File: config.mk
export PLATFORM = sky130hd
export DESIGN_NAME = step_counter
export DESIGN_NICKNAME = d
export VERILOG_FILES = /design/src/rtl/step_counter.sv
export SDC_FILE = /design/constraint.sdc
export NUM_CORES = 1
export LEC_CHECK = 0
export CAP_MARGIN = 40
export CORE_MARGIN = 2
export CORE_UTILIZATION = 48
export CTS_CLUSTER_DIAMETER = 100
export DETAILED_ROUTE_END_ITERATION = 7
export PLACE_DENSITY = 0.83
export SLEW_MARGIN = 30
export SYNTH_ARGS = -nofsm -noshare
export SYNTH_HDL_FRONTEND = slang
export SYNTH_SLANG_ARGS = --single-unit
File: constraint.sdc
create_clock -name clk -period 3.28 [get_ports clk]
set_clock_uncertainty 0.05 [all_clocks]
set_input_delay 0.492 -clock clk [delete_from_list [all_inputs] [get_ports clk]]
set_output_delay 0.492 -clock clk [all_outputs]
set_load 0.02 [all_outputs]
File: src/rtl/step_counter.sv
// ----------------------------------------------------------------------------
// step_counter
//   Up/down counter that moves by a fixed STEP each enabled cycle. When a step
//   runs past either end of the WIDTH-bit range, the counter either wraps
//   modulo 2^WIDTH (sat_mode=0) or clamps at the limit (sat_mode=1). A
//   one-cycle flag reports which of the two happened on the previous step.
//
// Parameters
//   WIDTH : counter/data width in bits (2..32)
//   STEP  : step magnitude (1..2^WIDTH-1)
//   INIT  : value taken by cnt_o while reset_n is low
//
// Ports
//   clk      : clock, rising edge
//   reset_n  : asynchronous active-low reset
//   en       : step enable
//   up_dn    : 1 = count up, 0 = count down
//   sat_mode : 0 = wrap on overflow, 1 = saturate on overflow
//   load     : synchronous load strobe (wins over en)
//   load_val : value loaded when load is high
//   cnt_o    : registered count
//   wrap_o   : registered pulse, previous step wrapped
//   sat_o    : registered pulse, previous step was clamped
// ----------------------------------------------------------------------------
module step_counter #(
    parameter int          WIDTH = 8,
    parameter logic [31:0] STEP  = 32'd2,
    parameter logic [31:0] INIT  = 32'd1
) (
    input  logic             clk,
    input  logic             reset_n,
    input  logic             en,
    input  logic             up_dn,
    input  logic             sat_mode,
    input  logic             load,
    input  logic [WIDTH-1:0] load_val,
    output logic [WIDTH-1:0] cnt_o,
    output logic             wrap_o,
    output logic             sat_o
);

    localparam logic [WIDTH-1:0] STEP_W   = STEP[WIDTH-1:0];
    localparam logic [WIDTH-1:0] INIT_W   = INIT[WIDTH-1:0];
    localparam logic [WIDTH:0]   STEP_EXT = {1'b0, STEP_W};
    localparam logic [WIDTH-1:0] CNT_MAX  = '1;
    localparam logic [WIDTH-1:0] CNT_MIN  = '0;

    logic [WIDTH-1:0] r_cnt;
    logic             r_wrap;
    logic             r_sat;

    // One extra bit on top of the count: bit WIDTH of the sum is the carry,
    // bit WIDTH of the difference is the borrow (operand zero-extended).
    logic [WIDTH:0]   w_sum;
    logic [WIDTH:0]   w_diff;
    logic             w_over;
    logic [WIDTH-1:0] w_stepped;
    logic [WIDTH-1:0] w_limit;

    logic [WIDTH-1:0] w_cnt_next;
    logic             w_wrap_next;
    logic             w_sat_next;

    assign w_sum     = {1'b0, r_cnt} + STEP_EXT;
    assign w_diff    = {1'b0, r_cnt} - STEP_EXT;
    assign w_over    = up_dn ? w_sum[WIDTH] : w_diff[WIDTH];
    assign w_stepped = up_dn ? w_sum[WIDTH-1:0] : w_diff[WIDTH-1:0];
    assign w_limit   = up_dn ? CNT_MAX : CNT_MIN;

    always_comb begin
        w_cnt_next  = r_cnt;
        w_wrap_next = 1'b0;
        w_sat_next  = 1'b0;
        if (load) begin
            w_cnt_next = load_val;
        end else if (en) begin
            if (!w_over) begin
                w_cnt_next = w_stepped;
            end else if (sat_mode) begin
                // Clamp; stays asserted every cycle the limit is pushed on.
                w_cnt_next = w_limit;
                w_sat_next = 1'b1;
            end else begin
                // Low WIDTH bits of the wide result are already mod 2^WIDTH.
                w_cnt_next  = w_stepped;
                w_wrap_next = 1'b1;
            end
        end
    end

    always_ff @(posedge clk or negedge reset_n) begin
        if (!reset_n) begin
            r_cnt  <= INIT_W;
            r_wrap <= 1'b0;
            r_sat  <= 1'b0;
        end else begin
            r_cnt  <= w_cnt_next;
            r_wrap <= w_wrap_next;
            r_sat  <= w_sat_next;
        end
    end

    assign cnt_o  = r_cnt;
    assign wrap_o = r_wrap;
    assign sat_o  = r_sat;

endmodule

==> flow_summary.toml <==
[logic_synthesis]
synth_cells = 82
synth_commonest_cells = "dfrtp_1 (9), nand3_1 (9), a21oi_1 (7), nor2_1 (6), nor3b_1 (5)"
yosysSeqAreaShare_pct = 33.8
synth_top_area_share_pct = 30.3
yosys.area_share.xor_xnor_pct = 4.71
synth_area_leaders = "dfrtp_1 (30%), nand3_1 (6.1%), nor3b_1 (5.0%), a21oi_1 (4.7%), dfstp_2 (3.5%)"
syn_nets = 98
yosys_warnings = 0
synth.area.mux_share_pct = 1.34
yosys.area_share.simple_pct = 31.9
synth_compound_area_share_pct = 19.8
synth_top_family_by_area = "simple AND/OR/NAND/NOR gates"
synthArstFlopShare_pct = 100
synth_cell_type_count = 38
ys_ff_latch = 10
yosysTopAreaCell = "dfrtp_1"
netlist_area_um2 = 744
ys.flop_type = "dfrtp_1"
synth_edf_count = 0
synthAdderAreaFrac_pct = 3.36
synth_area_per_cell_um2 = 9.08

[critical_path]
reg2reg_from = "cnt_o[3]"
end_kind = "register"
cp.required_ns = 3.38
cp_max_fo = 14
rrSetupSlack_ns = 1.21
arrival_ns = 2.50
setup.worst_path.class = "input pin to register"
r2r_end = "cnt_o[1]"
start_kind = "input pin"
r2r_cells = 5

[cells_and_area]
drive_gt1_share_pct = 9.43
fillers = 125
final_cell_area_um2 = 1000
antennaDiodeCount = 0
postLayoutCoreUtil_pct = 68.1
area_growth_pct = 34.6
nets = 123

[timing]
slew_headroom_pct = 69.2
worst_hold_slack_ns = 0.472
slew_viol_final = 0
setup_violations = 0
finalSetupTns_ns = 0
worstMarginPinSlew_ns = 0.461
finalCritPeriodShare_pct = 73.0
final_hold_viol_count = 0
rsz0062_at_grt = "no"
max_freq_mhz = 417
period_needed_ns = 2.40

[placement]
dp_hpwl_um = 1360
gp_congestion = 0.927
port_buffers = 23
placed_cell_area_um2 = 976

[power_and_ir_drop]
vdd_drop_max_uv = 242
leakagePower_nw = 0.386
p_per_area_nw_per_um2 = 385
finalPower_w = 0.000386

[clocking]
cts-hold-fix-buffers = 0
root_buffer = "clkbuf_4"
htree_levels = 1
cts_made_buffers = 3
cts_buffer_depth = 2
clock-sinks = 10
path_clk_slew_ns = 0.08
cts_setup_buffers = 0
worstSkewPairLatency_ns = 0.28
cts_resized = 0
cts_tree = "done"

[route]
wl_per_cell_um = 15.2
wirelength_um = 1850
vias = 766
drtIter0Drc = 26
via_per_inst = 6.28
drtPass1Iterations = 4
route.detailed.drc = 0
antenna_left = 0

[status]
status = "finished, final reports clean"

[job]
drv_cap = 0

[grt]
grt_max_degree = 21
track_usage_pct = 21.2
grt_pass1_vias = 666
antenna_found_initial = 0
overflow = 0
grt_pass1_wl_um = 2910

[floorplanning]
core_area_um2 = 1470
fp.dieW_um = 43.4
fp.dieH_um = 43.4
num_io_pins = 24
rows = 14
die-area_um2 = 1880
initial_core_util_pct = 50.6

[worst_hold_path]
min_path_type = "input pin to async pin"
-- critical path, cell delays in order --
cell and delay (ns):
clkdlybuf4s50_1 0.64, or4_4 0.53, nor4b_4 0.29, nor2_1 0.11, o311ai_1 0.28, o311ai_1 0.15
-- how the worst max path moves through the flow --
stage              from        to  cells after the start
6_report          up_dn  cnt_o[1]                      6
5_1_grt           up_dn  cnt_o[7]                      6
4_1_cts           up_dn  cnt_o[1]                      6
3_5_place_dp      up_dn  cnt_o[1]                      6
3_3_place_gp      up_dn  cnt_o[1]                      6
2_1_floorplan  cnt_o[3]  cnt_o[1]                      5
-- registers in the layout (all words and copies together) (netlist names) --
name and count:
wrap_o 1, sat_o 1, cnt_o 8
-- routing by layer --
metal | share of wire [%] | global-route usage [%] | vias up
li1 | - | - | 363
met1 | 41 | 28.0 | 357
met2 | 48 | 33.1 | 41
met3 | 8.2 | 2.50 | 5
met4 | 2.5 | 13.3 | 0
met5 | 0 | 0 | -
-- logic make-up after synthesis --
family | Yosys count
compound gates | 20
xor+xnor | 4
fa+ha+maj | 2
buf+inv | 7
flops | 10
mux | 1
simple gates | 38
-- cells in the final DEF (no fill, tap or decap), types with 2 or more instances in the layout --
cell,netlist,final
nand3_1,9,9
nand4_1,2,2
ha_1,2,2
o311ai_1,2,2
a21oi_1,7,7
xnor2_1,2,2
nand2_1,4,4
nor2_1,6,6
dfrtp_1,9,9
nor3_1,2,2
clkbuf_4,0,3
nor3b_1,5,5
xor2_1,2,2
inv_1,3,3
clkdlybuf4s50_1,0,23
o311ai_0,2,2
-- where the power goes --
group	internal (W)	switching [W]	total [W]	leakage, nW
combinational	0.0000668	0.0000596	0.000126	0.248
clock	0.0000472	0.0000495	0.0000967	0.0150
sequential	0.000137	0.0000264	0.000163	0.124
total	0.000251	0.000135	0.000386	0.386
-- metrics by stage --
step,instances,setup WS [ns]
3_3_place_gp,118,0.699
6_report,122,0.885
5_1_grt,122,0.804
3_5_place_dp,118,0.613
2_1_floorplan,82,1.35
4_1_cts,122,0.928
-- cell type report --
class                      instances  area, µm²  area share, %
sequential                        10        251           25.1
multi-input combinational         65        455           45.4
tap                               16       20.0           2.00
clock buffer                       4       26.3           2.62
timing repair buffer              24        238           23.7
inverter                           3       11.3           1.12
No activity file was read; power rests on OpenSTA's default activity.
